File: config.mk
export PLATFORM = sky130hd
export DESIGN_NAME = priv_ext_int_ctrl
export DESIGN_NICKNAME = d
export VERILOG_FILES = /design/src/rtl/priv_ext_int_ctrl.sv
export SDC_FILE = /design/constraint.sdc
export NUM_CORES = 1
export LEC_CHECK = 0
export CAP_MARGIN = 20
export CORE_MARGIN = 8
export CORE_UTILIZATION = 60
export CTS_BUF_LIST = sky130_fd_sc_hd__clkbuf_8
export CTS_CLUSTER_SIZE = 28
export DETAILED_ROUTE_END_ITERATION = 6
export DONT_BUFFER_PORTS = 1
export PLACE_DENSITY = 0.79
export RECOVER_POWER = 25
export SETUP_SLACK_MARGIN = 0.1
export SYNTH_ARGS = -nofsm -noshare
export SYNTH_HDL_FRONTEND = slang
export SYNTH_SLANG_ARGS = --single-unit
File: constraint.sdc
create_clock -name CLK -period 9.1 [get_ports CLK]
set_clock_uncertainty 0.15 [all_clocks]
set_input_delay 1.365 -clock CLK [delete_from_list [all_inputs] [get_ports CLK]]
set_output_delay 1.365 -clock CLK [all_outputs]
set_load 0.005 [all_outputs]
File: src/rtl/priv_ext_int_ctrl.sv
// priv_ext_int_ctrl: level/edge interrupt gateways, per-hart priority
// arbitration and claim/complete handshake for external interrupts.
module priv_ext_int_ctrl #(
  parameter int unsigned NUM_SRC = 8,
  parameter int unsigned NUM_HARTS = 1,
  parameter int unsigned PRIO_W = 3,
  parameter logic [NUM_SRC-1:0] EDGE_MASK = '0,
  localparam int unsigned ID_W = $clog2(NUM_SRC+1)
) (
  input  logic                      CLK,
  input  logic                      RST,
  input  logic [NUM_SRC-1:0]        src_irq,
  input  logic                      cfg_wen,
  input  logic [7:0]                cfg_addr,
  input  logic [31:0]               cfg_wdata,
  output logic [31:0]               cfg_rdata,
  input  logic [NUM_HARTS-1:0]      claim_valid,
  output logic [NUM_HARTS*ID_W-1:0] claim_id,
  input  logic [NUM_HARTS-1:0]      complete_valid,
  input  logic [NUM_HARTS*ID_W-1:0] complete_id,
  output logic [NUM_HARTS-1:0]      ext_int
);

  logic [NUM_SRC-1:0] pend_q, pend_d;
  logic [NUM_SRC-1:0] flight_q, flight_d;
  logic [NUM_SRC-1:0] prev_q;
  logic [NUM_SRC-1:0] set_w, clr_w, cmpl_w;

  logic [PRIO_W-1:0]  prio_q [NUM_SRC];
  logic [PRIO_W-1:0]  prio_d [NUM_SRC];
  logic [NUM_SRC-1:0] en_q   [NUM_HARTS];
  logic [NUM_SRC-1:0] en_d   [NUM_HARTS];
  logic [PRIO_W-1:0]  thr_q  [NUM_HARTS];
  logic [PRIO_W-1:0]  thr_d  [NUM_HARTS];
  logic [ID_W-1:0]    best_q [NUM_HARTS];
  logic [ID_W-1:0]    best_d [NUM_HARTS];

  logic cfg_unused;
  assign cfg_unused = ^cfg_wdata;

  // A stale best_q is masked once its pending bit has been cleared
  always_comb begin
    ext_int = '0;
    for (int h = 0; h < NUM_HARTS; h++) begin
      for (int i = 0; i < NUM_SRC; i++) begin
        if (best_q[h] == ID_W'(i+1) && pend_q[i]) ext_int[h] = 1'b1;
      end
    end
  end

  // Lower hart index wins when several harts claim the same ID
  always_comb begin
    claim_id = '0;
    clr_w = '0;
    for (int h = 0; h < NUM_HARTS; h++) begin
      for (int i = 0; i < NUM_SRC; i++) begin
        if (ext_int[h] && best_q[h] == ID_W'(i+1) &&
            !(claim_valid[h] && clr_w[i])) begin
          claim_id[h*ID_W +: ID_W] = best_q[h];
          if (claim_valid[h]) clr_w[i] = 1'b1;
        end
      end
    end
  end

  always_comb begin
    cmpl_w = '0;
    for (int h = 0; h < NUM_HARTS; h++) begin
      for (int i = 0; i < NUM_SRC; i++) begin
        if (complete_valid[h] && en_q[h][i] &&
            complete_id[h*ID_W +: ID_W] == ID_W'(i+1)) cmpl_w[i] = 1'b1;
      end
    end
  end

  always_comb begin
    set_w = ~flight_q & ((src_irq & ~EDGE_MASK) |
                         (src_irq & ~prev_q & EDGE_MASK));
    pend_d = (pend_q & ~clr_w) | set_w;
    flight_d = (flight_q & ~cmpl_w) | set_w;
  end

  // Strict compare keeps the lowest ID on priority ties
  always_comb begin
    logic [PRIO_W-1:0] bp;
    bp = '0;
    for (int h = 0; h < NUM_HARTS; h++) begin
      best_d[h] = '0;
      bp = '0;
      for (int i = 0; i < NUM_SRC; i++) begin
        if (pend_q[i] && en_q[h][i] && prio_q[i] > thr_q[h] &&
            prio_q[i] > bp) begin
          bp = prio_q[i];
          best_d[h] = ID_W'(i+1);
        end
      end
    end
  end

  always_comb begin
    prio_d = prio_q;
    en_d = en_q;
    thr_d = thr_q;
    if (cfg_wen) begin
      for (int i = 0; i < NUM_SRC; i++) begin
        if (cfg_addr == 8'(i)) prio_d[i] = cfg_wdata[PRIO_W-1:0];
      end
      for (int h = 0; h < NUM_HARTS; h++) begin
        if (cfg_addr == 8'(8'h40 + h)) en_d[h] = cfg_wdata[NUM_SRC:1];
        if (cfg_addr == 8'(8'h50 + h)) thr_d[h] = cfg_wdata[PRIO_W-1:0];
      end
    end
  end

  always_comb begin
    cfg_rdata = '0;
    for (int i = 0; i < NUM_SRC; i++) begin
      if (cfg_addr == 8'(i)) cfg_rdata = 32'(prio_q[i]);
    end
    for (int h = 0; h < NUM_HARTS; h++) begin
      if (cfg_addr == 8'(8'h40 + h)) cfg_rdata = 32'({en_q[h], 1'b0});
      if (cfg_addr == 8'(8'h50 + h)) cfg_rdata = 32'(thr_q[h]);
    end
    if (cfg_addr == 8'h60) cfg_rdata = 32'({pend_q, 1'b0});
  end

  always_ff @(posedge CLK or posedge RST) begin
    if (RST) begin
      pend_q <= '0;
      flight_q <= '0;
      prev_q <= '0;
      prio_q <= '{default: '0};
      en_q <= '{default: '0};
      thr_q <= '{default: '0};
      best_q <= '{default: '0};
    end else begin
      pend_q <= pend_d;
      flight_q <= flight_d;
      prev_q <= src_irq;
      prio_q <= prio_d;
      en_q <= en_d;
      thr_q <= thr_d;
      best_q <= best_d;
    end
  end

endmodule
==> impl_metrics.toml, run 1 <==
[flow_run]
drv_cap = 1

[cts]
clock-sinks = 55
clk_pin_slew_ns = 0.10
clockRootBuffer = "clkbuf_8"
numCtsBuffers = 5
clock_latency_ns = 0.32
cts_hold_buf = 0
clockBufferDepth = 2
cts_tree = "built"
htree_levels = 2

[finish]
final_util_pct = 73.90
area_growth_pct = 21.12
n_antenna_cell = 0
regArea_um2 = 1376
multi_input_comb_area_um2 = 3271
layout_commonest_cell = "dfrtp_1"
fin_nets = 584
drive_gt1_share_pct = 35.52
n_fill_cell = 496
layout_common_cells = "dfrtp_1 (55), buf_4 (39), mux2_2 (36)"

[global_routing]
grt_max_degree = 56
grt_pass1_vias = 3700
track_usage_pct = 23.76
grt_pass1_wl_um = 19110
overflow = 0
antenna_found_initial = 0

[worst_setup_path]
crit_path_start_kind = "register"
critical-path-max-stage-delay_ns = 0.42
required_ns = 9.15
cp_max_fo = 5
cp_common_cell = "ha_4"
worstPathArrival_ns = 9.07
endpoint_kind = "register"
crit_type = "register to register"
cpMaxStageDelayCell = "dfrtp_1"

[floorplan]
rows = 31
initial_core_util_pct = 61.01
io_pins = 94
die_h_um = 101.4
die_x_um = 101.4
die_area_um2 = 10290
core_area_um2 = 7176

[logic_synthesis]
avgSynthCellArea_um2 = 9.772
ys_warn_count = 0
synth_edf_count = 0
syn-cell-area_um2 = 4378
seq_area_frac_synth_pct = 31.44
async_flop_share_pct = 100.0
synthCells = 448
ys.flop_type = "dfrtp_1"
synth-seq-cells = 55
synth_cell_type_count = 72

[sta]
relSlewSlack_pct = -92.22
tightest_slew_ns = 2.883
fin_setup_tns_ns = 0
rsz0062_at_grt = "true"
fin_ws_ns = 0.07913
hold_violations = 0
fin_crit_sh_pct = 99.13
max_clock_freq_mhz = 110.9
slew_viol_final = 56
period_needed_ns = 9.021
setup_viol = 0

[routing]
wl_per_cell_um = 23.59
via_per_inst = 6.531
first_pass_iters = 5
drc = 0
routed_wl_um = 13820
drtIter0Drc = 268
vias = 3827
antenna_left = 0

[status]
violations = "max-capacitance violations, max-slew violations"
status = "finished, violations left"

[placed_design]
io_buffers = 0
dp_hpwl_um = 9091
routabilityCongestion = 0.8760
pre_cts_ws_ns = -0.2613

[power]
powerDensity_nw_per_um2 = 99.04
ir_drop_mv = 0.09840
finalPower_uw = 525.2
p_leak_uw = 0.002277

[worst_hold_path]
hold_class = "register to register"
[per-layer routing]
metal | wire length (um) | up-vias | track usage [%]
met5 | 0 | - | 0
li1 | - | 1706 | -
met4 | 339 | 0 | 6.186
met1 | 5316 | 1914 | 30.34
met2 | 7029 | 171 | 39.83
met3 | 1139 | 36 | 4.948
[cells in the mapped netlist (all sizes together), types with 6 or more instances]
cell | instances | area, um2
and3 | 6 | 38.79
nand3b | 8 | 60.06
nand3 | 18 | 90.09
dfrtp | 55 | 1376
mux2 | 38 | 435.4
mux2i | 6 | 60.06
nor2b | 10 | 62.56
inv | 31 | 116.4
clkbuf | 8 | 30.03
o21ai | 26 | 130.1
nand2 | 29 | 108.9
nor2 | 26 | 105.1
buf | 26 | 185.2
and2 | 10 | 65.06
nor3 | 6 | 30.03
ha | 41 | 513.0
mux4 | 7 | 157.7
a21oi | 14 | 73.82
a41oi | 8 | 77.58
o31ai | 6 | 58.81
[where the power goes]
part	internal (uW)	switching [uW]	total (uW)	leakage (uW)
logic	53.1	64.7	118	0.00154
clock network	53.0	82.2	135	0.0000453
registers	255	17.6	272	0.000693
[kinds of logic (layout without fill, tap and decap cells)]
| kind of cell | Yosys count | after routing | share of synthesized area (%) |
|---|---|---|---|
| compound gates | 94 | 94 | 16.63 |
| mux | 51 | 51 | 14.92 |
| fa+ha+maj | 43 | 43 | 12.20 |
| simple gates | 139 | 139 | 17.15 |
| other cells | 1 | 23 | 0.08566 |
| buf+inv | 65 | 82 | 7.574 |
| flops | 55 | 55 | 31.44 |
[cell type report]
type	instances	area share (%)
Clock buffer	5	1.298
Clock inverter	3	0.3067
Inverter	31	2.194
Multi-Input combinational cell	350	61.68
Sequential cell	55	25.96
Tap cell	99	2.336
Timing Repair Buffer	43	6.229
[what timing repair did]
item,CTS,global route
setup endpoints to repair,4,4
gates resized for setup,18,65
pin swaps,9,37
buffers inserted,4,11
[registers in the layout, summed over array words and instances, names as in the netlist]
register / count
prio_q: 24
en_q: 8
flight_q: 8
pend_q: 8
best_q: 4
thr_q: 3
[critical path, delay by kind of cell, from the launching register on]
kind	cells	cell delay, ns
and+or+nand+nor	18	2.89
AOI/OAI and AO/OA	13	2.33
adders and majority gates	8	2.09
buffers and inverters	6	0.67
DFF	1	0.42
muxes	1	0.31
[worst paths after layout]
check,start,to,slack [ns],cells after the start
max,prio_q[21]$_DFFE_PP0P_,best_q[2]$_DFF_PP0_,0.08,46
min in group asynchronous,RST,en_q[3]$_DFFE_PP0P_,1.88,2
min reg2reg,flight_q[6]$_DFF_PP0_,pend_q[6]$_DFF_PP0_,0.33,1
min,flight_q[6]$_DFF_PP0_,pend_q[6]$_DFF_PP0_,0.33,1
max reg2reg,prio_q[21]$_DFFE_PP0P_,best_q[2]$_DFF_PP0_,0.08,46
max in group asynchronous,RST,en_q[0]$_DFFE_PP0P_,5.30,2
[through the flow]
stage | cells | hold slack, ns | instance area, um2
2_1_floorplan | 470 | 0.2941 | 4473
5_1_grt | 586 | 0.3600 | 5303
3_3_place_gp | 563 | 0.3077 | 4591
4_1_cts | 575 | 0.3320 | 4795
3_5_place_dp | 563 | 0.3153 | 4591
6_report | 586 | 0.3333 | 5303
(Power assumes the default switching activity.)
==> run 2: changes to the inputs <==
--- a/config.mk
+++ b/config.mk
@@ -6,13 +6,15 @@
 export NUM_CORES = 1
 export LEC_CHECK = 0
 export CAP_MARGIN = 20
+export CELL_PAD_IN_SITES_DETAIL_PLACEMENT = 0
+export CELL_PAD_IN_SITES_GLOBAL_PLACEMENT = 1
 export CORE_MARGIN = 8
-export CORE_UTILIZATION = 60
+export CORE_UTILIZATION = 46
 export CTS_BUF_LIST = sky130_fd_sc_hd__clkbuf_8
 export CTS_CLUSTER_SIZE = 28
 export DETAILED_ROUTE_END_ITERATION = 6
 export DONT_BUFFER_PORTS = 1
-export PLACE_DENSITY = 0.79
+export PLACE_DENSITY_LB_ADDON = 0.1
 export RECOVER_POWER = 25
 export SETUP_SLACK_MARGIN = 0.1
 export SYNTH_ARGS = -nofsm -noshare
==> run 2 against run 1 <==
The flow still finishes with violations (max-capacitance violations, max-slew violations); global-route usage is 4.6 points lower; register-to-register slack better by 0.23 ns; clock power increased by 18%; critical endpoint is now best_q[0]$_DFF_PP0_; worst hold slack worse by 0.0070 ns; design area down 0.59%; sequential cell count stayed put; total power rose by 2.0%; non-clock buffer count up 10; first-iteration DRC count shrank 25%; setup slack improved by 0.23 ns; sequential power hardly changed; sequential share of layout area increased by 0.15 points.
==> impl_metrics.toml, run 2 (same netlist as run 1, synthesis figures left out) <==
[finish]
largest_reg_flops = 24
final_cell_area_um2 = 5271
drive_gt1_share_pct = 34.88
largest_register = "prio_q"
area_growth_pct = 20.41
layout_common_cells = "dfrtp_1 (55), buf_4 (49), mux2_2 (36)"
stdcell_count = 625
n_antenna_cell = 0
n_fill_cell = 841
layout_commonest_cell = "dfrtp_1"
fin_nets = 594

[cts]
htree_levels = 2
clockBufferDepth = 2
cts_tree = "built"
clockRootBuffer = "clkbuf_8"
clock_latency_ns = 0.31
clock-sinks = 55
numCtsBuffers = 5
clk_pin_slew_ns = 0.10
cts_hold_buf = 0

[sta]
rsz0062_at_grt = "true"
fin_crit_sh_pct = 96.66
slew_viol_final = 56
period_needed_ns = 8.796
hold_violations = 0
fin_setup_tns_ns = 0
relSlewSlack_pct = -91.83
tightest_slew_ns = 2.877
max_clock_freq_mhz = 113.7
setup_viol = 0

[floorplan]
initial_core_util_pct = 47.38
core_area_um2 = 9240
die_h_um = 113.6
io_pins = 94
die_x_um = 113.6
rows = 35
die_area_um2 = 12890

[routing]
drtIter0Drc = 200
via_per_inst = 5.758
routed_wl_um = 12470
vias = 3599
first_pass_iters = 4
wl_per_cell_um = 19.94
drc = 0
antenna_left = 0

[worst_setup_path]
r2r-start = "prio_q[23]$_DFFE_PP0P_"
cpMaxStageDelayCell = "dfrtp_1"
crit_type = "register to register"
required_ns = 9.14
crit_path_start_kind = "register"
critical-path-max-stage-delay_ns = 0.42
cp_common_cell = "ha_4"
rr_worst_depth = 46
critPathBufInv = 5
r2r_slack_ns = 0.30
crit_cells = 46
r2r_end = "best_q[0]$_DFF_PP0_"
cp_max_fo = 5
critPathTopFamily = "compound AO/OA/AOI/OAI gates"
worstSetupStartpoint = "prio_q[23]$_DFFE_PP0P_"
crit_end = "best_q[0]$_DFF_PP0_"
endpoint_kind = "register"
worstPathArrival_ns = 8.83

[placed_design]
place_area_um2 = 4733
routabilityCongestion = 0.8178
dp_hpwl_um = 9619
io_buffers = 0
numPlacedInstances = 607

[power]
powerDensity_nw_per_um2 = 101.6
ir_drop_mv = 0.06980
p_leak_uw = 0.002305

[flow_run]
drv_cap = 1

[global_routing]
overflow = 0
grt_pass1_vias = 3574
grt_max_degree = 56
antenna_found_initial = 0
track_usage_pct = 19.14
grt_pass1_wl_um = 19350

[status]
violations = "max-capacitance violations, max-slew violations"
status = "finished, violations left"

[worst_hold_path]
hold_class = "register to register"
hold_path_depth = 1
[run 2: metrics by stage]
| stage | hold WS [ns] | worst slack [ns] | total power (uW) | util (%) |
|---|---|---|---|---|
| 2_1_floorplan | 0.2941 | 0.1196 | 343.9 | - |
| 3_3_place_gp | 0.3094 | -0.2619 | 361.0 | 51.23 |
| 3_5_place_dp | 0.3173 | -0.3683 | 364.1 | 51.23 |
| 4_1_cts | 0.3296 | 0.1185 | 528.5 | 54.23 |
| 5_1_grt | 0.3675 | -0.1350 | 563.3 | 57.05 |
| 6_report | 0.3264 | 0.3041 | 535.5 | 57.05 |
[run 2: metal layers]
metal / up-vias / GRT usage [%] / part of all wire, %
li1: 1721 / - / -
met1: 1806 / 24.47 / 44
met2: 62 / 32.98 / 50
met3: 10 / 3.434 / 4.5
met4: 0 / 3.730 / 1.1
met5: - / 0 / 0
[run 2: final cells by class]
class,count,area (um2),area share (%)
multi-input combinational,350,3105,58.91
clock inverter,2,37.54,0.7121
inverter,31,116.4,2.207
timing repair buffer,53,405.4,7.690
tap,129,161.4,3.062
sequential,55,1376,26.11
clock buffer,5,68.82,1.305
[run 2: worst min path at each step]
stage	startpoint	end	slack, ns
floorplan	flight_q[7]$_DFF_PP0_	flight_q[7]$_DFF_PP0_	0.29
global placement	flight_q[3]$_DFF_PP0_	pend_q[3]$_DFF_PP0_	0.31
detailed placement	flight_q[6]$_DFF_PP0_	pend_q[6]$_DFF_PP0_	0.32
CTS	flight_q[6]$_DFF_PP0_	pend_q[6]$_DFF_PP0_	0.33
global route	flight_q[6]$_DFF_PP0_	pend_q[6]$_DFF_PP0_	0.37
finish	flight_q[6]$_DFF_PP0_	pend_q[6]$_DFF_PP0_	0.33
[run 2: timing repair]
item,in CTS,in global routing
pin swaps,26,38
buffers inserted,5,6
endpoints found under the setup margin,4,4
resized for setup,27,36
cloned,0,0
[run 2: power by group]
group	switching (uW)	internal, uW
clock	78.1	80.5
combinational	55.9	50.0
sequential	16.2	255
total	150	385
==> run 3: changes to the inputs <==
--- a/config.mk
+++ b/config.mk
@@ -8,7 +8,7 @@
 export CAP_MARGIN = 20
 export CELL_PAD_IN_SITES_DETAIL_PLACEMENT = 0
 export CELL_PAD_IN_SITES_GLOBAL_PLACEMENT = 1
-export CORE_MARGIN = 8
+export CORE_MARGIN = 3
 export CORE_UTILIZATION = 46
 export CTS_BUF_LIST = sky130_fd_sc_hd__clkbuf_8
 export CTS_CLUSTER_SIZE = 28
==> run 3 against run 2 <==
The run still ends with max-capacitance violations, max-slew violations left; sequential cell count is the same; final cell count grew 0.32%; register-to-register slack gained 0.07 ns; worst hold slack gained 0.0035 ns; sequential share of layout area shrank 0.12 points; sequential power is essentially flat; largest cell class unchanged.
==> impl_metrics.toml, run 3 (same netlist as run 1, synthesis figures left out) <==
[worst_setup_path]
crit_type = "register to register"
cp_max_fo = 4
required_ns = 9.14
rr_worst_depth = 46
cp_common_cell = "ha_4"
r2r-start = "prio_q[23]$_DFFE_PP0P_"
endpoint_kind = "register"
cpMaxStageDelayCell = "or3_4"
crit_path_start_kind = "register"
worstPathArrival_ns = 8.77
r2r_end = "best_q[0]$_DFF_PP0_"
critical-path-max-stage-delay_ns = 0.44
r2r_slack_ns = 0.38

[routing]
wl_per_cell_um = 19.45
drc = 0
first_pass_iters = 4
routed_wl_um = 12190
antenna_left = 0
vias = 3609
via_per_inst = 5.756
drtIter0Drc = 211

[sta]
setup_viol = 0
fin_ws_ns = 0.3771
fin_crit_sh_pct = 95.86
slew_viol_final = 56
max_clock_freq_mhz = 114.6
rsz0062_at_grt = "true"
fin_hold_ws_ns = 0.3299
tightest_slew_ns = 2.982
relSlewSlack_pct = -98.79
period_needed_ns = 8.723
hold_violations = 0

[finish]
largest_register = "prio_q"
area_growth_pct = 20.98
drive_gt1_share_pct = 35.33
n_antenna_cell = 0
layout_commonest_cell = "dfrtp_1"
largest_reg_flops = 24
layout_common_cells = "dfrtp_1 (55), buf_4 (52), mux2_2 (36)"
fin_nets = 598
final_util_pct = 59.00

[floorplan]
die_x_um = 103.6
core_area_um2 = 8976
die_h_um = 103.6
initial_core_util_pct = 48.77
rows = 34
io_pins = 94
die_area_um2 = 10720

[worst_hold_path]
hold_class = "register to register"
worstHoldStart = "flight_q[4]$_DFF_PP0_"
hold_path_end = "pend_q[4]$_DFF_PP0_"
hold_path_depth = 1

[global_routing]
track_usage_pct = 22.28
grt_pass1_wl_um = 19410
antenna_found_initial = 0
overflow = 0
grt_max_degree = 56
grt_pass1_vias = 3578

[cts]
htree_levels = 2
numCtsBuffers = 5
cts_tree = "built"
clockRootBuffer = "clkbuf_8"
clk_pin_slew_ns = 0.10
clock_latency_ns = 0.30
clockBufferDepth = 2
clock-sinks = 55

[placed_design]
routabilityCongestion = 0.8586
pre_cts_ws_ns = -0.3846
dp_hpwl_um = 9386
io_buffers = 0

[status]
status = "finished, violations left"
violations = "max-capacitance violations, max-slew violations"

[power]
powerDensity_nw_per_um2 = 96.83
ir_drop_mv = 0.07863
finalPower_uw = 512.8
p_leak_uw = 0.002346

[flow_run]
drv_cap = 1
## run 3: power breakdown
part | total (uW) | internal [uW] | switching (uW) | leakage (uW)
Combinational | 111 | 53.6 | 57.5 | 0.00161
Sequential | 271 | 255 | 16.2 | 0.000693
Clock | 131 | 52.9 | 77.9 | 0.0000453
Total | 513 | 361 | 152 | 0.00235
## run 3: area by class of cell
class / count / area, um2
well taps: 126 / 157.7
fillers: 789 / 3680
multi-input cells: 350 / 3122
clock inverters: 3 / 16.27
clock buffers: 5 / 68.82
inverters: 31 / 116.4
repair buffers: 57 / 439.2
flip-flops and latches: 55 / 1376
## run 3: per-layer routing
| layer | GRT usage, % | vias up | share of wire (%) |
|---|---|---|---|
| li1 | - | 1732 | - |
| met1 | 29.65 | 1771 | 44 |
| met2 | 37.57 | 86 | 49 |
| met3 | 4.229 | 20 | 5.1 |
| met4 | 5.508 | 0 | 2.2 |
| met5 | 0 | - | 0 |
## run 3: what timing repair did
item | 4_1_cts | 5_1_grt
endpoints found under the setup margin | 4 | 4
hold buffers | 0 | 0
buffers inserted | 6 | 8
pin swaps | 27 | 32
gates resized for setup | 34 | 35
## run 3: worst max-delay path, delay by kind of cell, from the launching register on
kind	cells	cell delay (ns)
simple gates	18	2.64
fa+ha+maj	8	2.19
flops	1	0.42
compound gates	13	2.27
mux	1	0.32
buf+inv	6	0.60
## run 3: worst max-delay path by stage
| stage | start | endpoint | slack (ns) |
|---|---|---|---|
| floorplan | thr_q[2]$_DFFE_PP0P_ | best_q[0]$_DFF_PP0_ | 0.12 |
| global placement | prio_q[23]$_DFFE_PP0P_ | best_q[0]$_DFF_PP0_ | -0.21 |
| detailed placement | thr_q[1]$_DFFE_PP0P_ | best_q[0]$_DFF_PP0_ | -0.38 |
| CTS | prio_q[23]$_DFFE_PP0P_ | best_q[0]$_DFF_PP0_ | 0.12 |
| global route | thr_q[0]$_DFFE_PP0P_ | best_q[0]$_DFF_PP0_ | 0.02 |
| finish | prio_q[23]$_DFFE_PP0P_ | best_q[0]$_DFF_PP0_ | 0.38 |
## run 3: metrics by stage
| step | setup TNS (ns) | std cells | area (um2) |
|---|---|---|---|
| global placement | -0.4744 | 605 | 4737 |
| finish | 0 | 627 | 5296 |
| detailed placement | -1.091 | 605 | 4737 |
| CTS | 0 | 619 | 5042 |
| global route | 0 | 627 | 5296 |
| floorplan | 0 | 470 | 4473 |
